## src/rtl/exibidor_sequencia_pkg.sv

```systemverilog
// Shared state codes for the sequence player; the same 4-bit codes drive the HEX debug display.
package exibidor_sequencia_pkg;

  localparam logic [3:0] CodInicial = 4'd0;
  localparam logic [3:0] CodPrepara = 4'd1;
  localparam logic [3:0] CodAcende  = 4'd2;
  localparam logic [3:0] CodApaga   = 4'd3;
  localparam logic [3:0] CodProximo = 4'd4;
  localparam logic [3:0] CodFim     = 4'd5;

  typedef enum logic [3:0] {
    Inicial = CodInicial,
    Prepara = CodPrepara,
    Acende  = CodAcende,
    Apaga   = CodApaga,
    Proximo = CodProximo,
    Fim     = CodFim
  } estado_t;

endpackage

```

## src/rtl/contador_tempo.sv

```systemverilog
// Generic up-counter for phase timing; fim is high while the count sits at M-1.
module contador_tempo #(
  parameter int unsigned M = 4
) (
  input  logic clock,
  input  logic reset,
  input  logic zera,
  input  logic conta,
  output logic fim
);

  localparam int unsigned W = (M > 1) ? $clog2(M) : 1;
  localparam logic [W-1:0] Ultimo = W'(M - 1);

  logic [W-1:0] valor_q, valor_d;

  always_comb begin
    valor_d = valor_q;
    if (zera) begin
      valor_d = '0;
    end else if (conta) begin
      valor_d = (valor_q == Ultimo) ? '0 : valor_q + W'(1);
    end
  end

  always_ff @(posedge clock or negedge reset) begin
    if (!reset) begin
      valor_q <= '0;
    end else begin
      valor_q <= valor_d;
    end
  end

  assign fim = (valor_q == Ultimo);

endmodule

```

## src/rtl/exibidor_sequencia.sv

```systemverilog
// Plays memory positions 0..rodada on the LEDs, each lit for ON_CYCLES then dark for OFF_CYCLES.
module exibidor_sequencia #(
  parameter int unsigned ON_CYCLES  = 1000,
  parameter int unsigned OFF_CYCLES = 500
) (
  input  logic       clock,
  input  logic       reset,
  input  logic       iniciar,
  input  logic [3:0] rodada,
  input  logic [3:0] mem_dado,
  output logic [3:0] mem_endereco,
  output logic [3:0] leds,
  output logic       ocupado,
  output logic       pronto,
  output logic [3:0] db_estado
);

  import exibidor_sequencia_pkg::*;

  estado_t    estado_q, estado_d;
  logic [3:0] rodada_q, endereco_q, valor_q;
  logic       fim_on, fim_off;

  // Each timer is held at zero outside its own phase, so it starts fresh on entry.
  contador_tempo #(.M(ON_CYCLES)) u_tempo_on (
    .clock(clock),
    .reset(reset),
    .zera (estado_q != Acende),
    .conta(estado_q == Acende),
    .fim  (fim_on)
  );

  contador_tempo #(.M(OFF_CYCLES)) u_tempo_off (
    .clock(clock),
    .reset(reset),
    .zera (estado_q != Apaga),
    .conta(estado_q == Apaga),
    .fim  (fim_off)
  );

  always_comb begin
    estado_d = estado_q;
    case (estado_q)
      Inicial: if (iniciar) estado_d = Prepara;
      Prepara: estado_d = Acende;
      Acende:  if (fim_on) estado_d = Apaga;
      // Final-position test happens before the increment, so the address never wraps.
      Apaga:   if (fim_off) estado_d = (endereco_q == rodada_q) ? Fim : Proximo;
      Proximo: estado_d = Prepara;
      Fim:     estado_d = Inicial;
      default: estado_d = Inicial;
    endcase
  end

  always_ff @(posedge clock or negedge reset) begin
    if (!reset) begin
      estado_q   <= Inicial;
      rodada_q   <= '0;
      endereco_q <= '0;
      valor_q    <= '0;
    end else begin
      estado_q <= estado_d;
      if (estado_q == Inicial && iniciar) begin
        rodada_q   <= rodada;
        endereco_q <= '0;
      end
      if (estado_q == Prepara) valor_q <= mem_dado;
      if (estado_q == Proximo) endereco_q <= endereco_q + 4'd1;
    end
  end

  assign mem_endereco = endereco_q;
  assign leds         = (estado_q == Acende) ? valor_q : 4'd0;
  assign ocupado      = (estado_q != Inicial);
  assign pronto       = (estado_q == Fim);
  assign db_estado    = estado_q;

endmodule

```

## config.mk

```make
export PLATFORM = sky130hd
export DESIGN_NAME = exibidor_sequencia
export DESIGN_NICKNAME = d
export VERILOG_FILES = /design/src/rtl/exibidor_sequencia_pkg.sv /design/src/rtl/contador_tempo.sv /design/src/rtl/exibidor_sequencia.sv
export SDC_FILE = /design/constraint.sdc
export NUM_CORES = 1
export LEC_CHECK = 0
export ABC_CLOCK_PERIOD_IN_PS = 3600
export BUFFER_PORTS_ARGS = -buffer_cell sky130_fd_sc_hd__buf_2
export CAP_MARGIN = 15
export CORE_MARGIN = 5
export CORE_UTILIZATION = 40
export CTS_CLUSTER_DIAMETER = 150
export DETAILED_ROUTE_END_ITERATION = 7
export SYNTH_ARGS = -nofsm -noshare
export SYNTH_HDL_FRONTEND = slang
export SYNTH_SLANG_ARGS = --single-unit
```

## constraint.sdc

```tcl
create_clock -name clock -period 3.6 [get_ports clock]
set_input_delay 0.54 -clock clock [delete_from_list [all_inputs] [get_ports clock]]
set_output_delay 0.54 -clock clock [all_outputs]
set_load 0.1 [all_outputs]
```

==> impl_metrics.py, run 1 <==
metrics = {
    "synthesis": {
        "ys_seq_elements": 34,
        "yosys_warnings": 0,
        "syn_area_sq_um": 1684,
        "synth_cell_types": 39,
        "synthCells": 153,
        "ys_seq_area_frac": 0.5052,
        "syn_avg_cell_area_sq_um": 11.01,
        "synth_nets": 167,
    },
    "drt": {
        "drt-total-wl_microns": 3348,
        "num_vias": 1248,
        "first_pass_iters": 4,
        "dr.first_iter.drc_count": 63,
        "antenna_left": 0,
        "post_drt_wl_per_cell_microns": 14.62,
        "drc": 0,
        "vias_per_cell": 5.450,
    },
    "finish": {
        "final_common_cell": "dfrtp_1",
        "syn2layout_area_growth_pct": 15.53,
        "n_antenna_cell": 0,
        "drive_above_1_share": 0.2682,
        "layout_common_cells": "dfrtp_1 (34), buf_2 (23), nor2_1 (11)",
        "final_util": 0.4829,
        "fin_nets": 192,
    },
    "status": {
        "status": "completed",
    },
    "clock_tree": {
        "hold_buffers": 0,
        "cts_root_buf": "clkbuf_8",
        "cts_tree": "built",
        "cts.sinks": 34,
        "clock_path_buffers": 2,
        "cts.htree.levels": 2,
        "cts_buffers": 5,
        "worst_skew_pair.late_latency_ns": 0.28,
        "post_cts_buffers": 0,
        "cts.clk_slew.worst_paths_ns": 0.07,
        "ctsResizeCount": 0,
    },
    "critical_path": {
        "path_max_fanout": 15,
        "critPathArrivalTime_ns": 2.05,
        "startpoint_type": "flop",
        "critPathKind": "reg -> out",
        "crit_path_max_incr_delay_ns": 0.58,
        "end_kind": "output port",
        "r2r_cells": 3,
        "crit_chain": "nor3b_1 > and2_1 > buf_2",
        "crit_buf_inv": 1,
        "worstSetupPathDepth": 3,
        "worst_ep_required_time_ns": 3.06,
        "critical_path.slowest_cell": "dfrtp_1",
        "critPathTopFamily": "simple AND/OR/NAND/NOR gates",
    },
    "die": {
        "die_h_microns": 74.89,
        "fp-row-count": 23,
        "start_util": 0.4180,
        "core-area_sq_um": 4029,
        "io-pin-count": 25,
        "die_w_microns": 74.89,
        "dieArea_sq_um": 5608,
    },
    "job": {
        "maxCapViolCount": 0,
    },
    "pwr": {
        "intPower_mw": 0.5910,
        "switchingPower_mw": 0.1687,
        "switching_share": 0.2220,
        "ir_drop_mv": 0.1407,
        "finalPower_mw": 0.7597,
        "power_frac_seq": 0.512,
        "combPwrFrac": 0.061,
        "power_density_nw_per_um2": 390.5,
        "leakagePower_nw": 0.8671,
        "pwr-share-clk": 0.427,
    },
    "sta": {
        "relSlewSlack": 0.5002,
        "fin_setup_tns_ns": 0,
        "setup_slack_ns": 1.011,
        "hold_ws_ns": 0.3198,
        "slew_viol_final": 0,
        "rsz0062_at_grt": "false",
        "fin_crit_sh": 0.7192,
        "period_needed_ns": 2.589,
        "worst-slew-pin-transition_ns": 0.7498,
        "finClkSkew_ns": 0.004478,
        "finalHoldViolCount": 0,
        "setup_violations": 0,
        "clock.fmax_mhz": 386.3,
    },
    "place": {
        "pre_cts_ws_ns": 1.310,
        "portBuffers": 23,
        "gp_congestion": 0.7662,
        "hpwl_microns": 2460,
    },
    "global_routing": {
        "grt_pass1_wl_microns": 5582,
        "grt_overflow": 0,
        "antenna_found_initial": 0,
        "grt_use_total": 0.1339,
        "grt_max_degree": 35,
        "grt_pass1_vias": 1219,
    },
    "min_path": {
        "hold_class": "in -> async",
    },
}
-- logic make-up (layout without fill, tap and decap cells) --
family	Yosys count	in the layout	synth area share
AOI/OAI and AO/OA	30	30	0.1300
DFF	34	34	0.5052
adders and majority gates	3	3	0.02229
muxes	10	10	0.06687
buffers and inverters	9	35	0.02451
and+or+nand+nor	56	56	0.1969
xor gates and xnor gates	10	10	0.05201
other	1	1	0.002227
-- worst register-to-register path, delay by kind of cell (launching register included) --
kind            cells  cell delay, ns
flops               1            0.58
simple gates        1            0.55
compound gates      2            0.47
-- per-layer routing --
layer  global-route usage  vias up  wire length [microns]
li1                     -      604                      -
met1               0.1532      611                   1415
met2               0.2224       26                   1670
met3              0.05073        7                    196
met4              0.05929        0                     66
met5                    0        -                      0
-- power groups by stage --
stage	combinational (mW)	sequential, mW	clock, mW
after floorplan	0.0312	0.396	0
after global placement	0.0460	0.396	0
after detailed placement	0.0470	0.396	0
after CTS	0.0470	0.389	0.338
after global routing	0.0498	0.389	0.352
final	0.0461	0.389	0.324
-- flip-flops by register name, indices dropped and copies added, names as in the netlist --
name	count
u_tempo_on.valor_q	10
u_tempo_off.valor_q	9
mem_endereco	4
rodada_q	4
valor_q	4
db_estado	3
-- layout make-up --
type,instances,area (sq um)
fillers,386,2083
inverters,4,15.01
flip-flops and latches,34,850.8
repair buffers,23,115.1
multi-input cells,110,792.0
clock buffers,8,110.1
well taps,50,62.56
-- through the flow --
step / area, sq um / std cells
final: 1946 / 229
after global routing: 1946 / 229
after CTS: 1946 / 229
after detailed placement: 1836 / 221
after global placement: 1836 / 221
after floorplan: 1684 / 153
-- synth_stat cells (all sizes together) --
library cell	instances	area share
conb	1	0.0022
a32o	1	0.0059
o21ai	8	0.024
xor2	3	0.016
mux2	10	0.067
a22o	2	0.010
a211oi	1	0.0045
nor3	2	0.0059
and3b	2	0.010
a21oi	10	0.030
nor2	12	0.028
ha	3	0.022
nand2b	1	0.0037
nor4b	1	0.0052
o31ai	4	0.021
or4	2	0.0089
nand4b	1	0.0052
buf	3	0.010
o221ai	1	0.0089
dfrtp	34	0.51
clkbuf	2	0.0052
o41ai	1	0.016
nand3	7	0.021
and2	7	0.026
o31a	1	0.0052
nand2	5	0.011
or3	8	0.031
nor4	1	0.0037
xnor2	7	0.036
inv	4	0.0089
a21o	1	0.0045
nand4	5	0.027
nor3b	2	0.0089
-- final timing paths --
kind | from | endpoint | slack, ns
setup / recovery | db_estado[1] | leds[3] | 1.01
hold / removal | reset | u_tempo_off.valor_q[3] | 0.32
setup reg to reg | db_estado[1] | u_tempo_on.valor_q[8] | 1.90
hold reg to reg | u_tempo_on.valor_q[0] | u_tempo_on.valor_q[0] | 0.46
max in group asynchronous | reset | rodada_q[0] | 2.80
min in group clock | u_tempo_on.valor_q[0] | u_tempo_on.valor_q[0] | 0.46
Note: power is estimated with default switching activity, not from simulation.
==> inputs of run 2 (changes only) <==
--- a/config.mk
+++ b/config.mk
@@ -5,7 +5,7 @@
 export SDC_FILE = /design/constraint.sdc
 export NUM_CORES = 1
 export LEC_CHECK = 0
-export ABC_CLOCK_PERIOD_IN_PS = 3600
+export ABC_CLOCK_PERIOD_IN_PS = 2600
 export BUFFER_PORTS_ARGS = -buffer_cell sky130_fd_sc_hd__buf_2
 export CAP_MARGIN = 15
 export CORE_MARGIN = 5
==> constraint.sdc (replaced) <==
create_clock -name clock -period 2.6 [get_ports clock]
set_input_delay 0.39 -clock clock [delete_from_list [all_inputs] [get_ports clock]]
set_output_delay 0.39 -clock clock [all_outputs]
set_load 0.1 [all_outputs]
==> impl_metrics.py, run 2 (synthesis gave the netlist of run 1 again) <==
metrics = {
    "status": {
        "status": "completed",
    },
    "finish": {
        "largest_register_ffs": 10,
        "fin_nets": 193,
        "largestRegisters": "u_tempo_on.valor_q x10, u_tempo_off.valor_q x9",
        "n_antenna_cell": 0,
        "drive_above_1_share": 0.2793,
        "final_common_cell": "dfrtp_1",
        "syn2layout_area_growth_pct": 14.26,
        "layout_common_cells": "dfrtp_1 (34), buf_2 (23), nor2_1 (11)",
        "top_register": "u_tempo_on.valor_q",
    },
    "clock_tree": {
        "cts_buffers": 5,
        "cts_root_buf": "clkbuf_8",
        "clock_path_buffers": 2,
        "hold_buffers": 0,
        "cts.sinks": 34,
        "post_cts_buffers": 0,
        "worst_skew_pair.late_latency_ns": 0.28,
        "cts.htree.levels": 2,
        "ctsResizeCount": 0,
        "cts.clk_slew.worst_paths_ns": 0.06,
        "cts_tree": "built",
    },
    "pwr": {
        "finalPower_mw": 0.9525,
        "combPwrFrac": 0.067,
        "pwr-share-clk": 0.367,
        "intPower_mw": 0.7359,
        "ir_drop_mv": 0.2673,
        "switching_share": 0.2274,
        "switchingPower_mw": 0.2166,
        "power_density_nw_per_um2": 495.0,
        "leakagePower_nw": 0.8545,
        "power_frac_seq": 0.566,
    },
    "sta": {
        "slew_viol_final": 0,
        "setup_violations": 0,
        "fin_crit_sh": 0.9176,
        "relSlewSlack": 0.5062,
        "rsz0062_at_grt": "false",
        "period_needed_ns": 2.386,
        "finClkSkew_ns": 0.006134,
        "worst-slew-pin-transition_ns": 0.7408,
        "clock.fmax_mhz": 419.2,
        "finalHoldViolCount": 0,
        "setup_slack_ns": 0.2143,
        "fin_setup_tns_ns": 0,
        "hold_ws_ns": 0.1725,
    },
    "place": {
        "pre_cts_ws_ns": 0.5168,
        "hpwl_microns": 2331,
        "portBuffers": 23,
        "gp_congestion": 0.7961,
    },
    "die": {
        "start_util": 0.4180,
        "dieArea_sq_um": 5608,
        "die_h_microns": 74.89,
        "fp-row-count": 23,
        "io-pin-count": 25,
        "core-area_sq_um": 4029,
        "die_w_microns": 74.89,
    },
    "job": {
        "maxCapViolCount": 0,
    },
    "global_routing": {
        "grt_use_total": 0.1237,
        "grt_pass1_vias": 1121,
        "grt_overflow": 0,
        "antenna_found_initial": 0,
        "grt_max_degree": 35,
        "grt_pass1_wl_microns": 5319,
    },
    "min_path": {
        "hold_class": "in -> async",
    },
    "drt": {
        "num_vias": 1196,
        "drt-total-wl_microns": 3144,
        "drc": 0,
        "first_pass_iters": 4,
        "antenna_left": 0,
        "post_drt_wl_per_cell_microns": 13.73,
        "vias_per_cell": 5.223,
        "dr.first_iter.drc_count": 94,
    },
    "critical_path": {
        "crit_buf_inv": 1,
        "critical_path.slowest_cell": "nor3b_1",
        "crit_path_max_incr_delay_ns": 0.55,
        "crit_chain": "nor3b_1 > and2_2 > buf_2",
        "end_kind": "output port",
        "path_max_fanout": 16,
        "critPathKind": "reg -> out",
        "startpoint_type": "flop",
        "critPathArrivalTime_ns": 2.00,
        "critPathTopFamily": "simple AND/OR/NAND/NOR gates",
        "worst_ep_required_time_ns": 2.21,
    },
}
==> run 2: cell types whose count changed in the layout (fill, tap and decap cells not counted), sizes merged <==
| cell | change |
|---|---|
| buf | +1 |
| clkbuf | -1 |
==> run 2: worst paths after layout <==
check | start | to | slack (ns) | cells past startpoint
setup / recovery | db_estado[2] | leds[0] | 0.21 | 3
hold / removal | reset | u_tempo_off.valor_q[7] | 0.17 | 1
setup reg to reg | db_estado[2] | rodada_q[1] | 0.95 | 3
hold reg to reg | u_tempo_on.valor_q[0] | u_tempo_on.valor_q[0] | 0.46 | 1
max in group asynchronous | reset | valor_q[0] | 1.95 | 1
min in group clock | rodada[0] | rodada_q[0] | 0.34 | 2
==> run 2: layout make-up <==
type                            count  area (sq um)
Fill cell                         398          2105
Clock buffer                        7         76.32
Sequential cell                    34         850.8
Inverter                            4         15.01
Tap cell                           50         62.56
Timing Repair Buffer               24         122.6
Multi-Input combinational cell    110         797.0
==> run 2: power by group through the flow <==
stage	combinational, mW	sequential [mW]	clock, mW
detailed placement	0.0654	0.549	0
CTS	0.0655	0.539	0.365
global placement	0.0640	0.549	0
floorplan	0.0441	0.548	0
global route	0.0692	0.539	0.387
finish	0.0639	0.539	0.349
==> run 2: per-layer routing <==
layer  up-vias  global-route usage  part of all wire
met2        22              0.1954              0.47
met3         5             0.04139             0.059
met5         -                   0                 0
li1        602                   -                 -
met4         0             0.04150             0.015
met1       567              0.1598              0.46
==> run 2: worst register-to-register path: stages, from the launching register on <==
cell     delay (ns)
dfrtp_1        0.53
or3_1          0.46
nor2_2         0.19
mux2_2         0.36
==> run 2: stage by stage <==
step | util | area [sq um] | instances
floorplan | - | 1689 | 153
global placement | 0.4587 | 1848 | 222
detailed placement | 0.4587 | 1848 | 222
CTS | 0.4776 | 1924 | 229
global route | 0.4776 | 1924 | 229
finish | 0.4776 | 1924 | 229
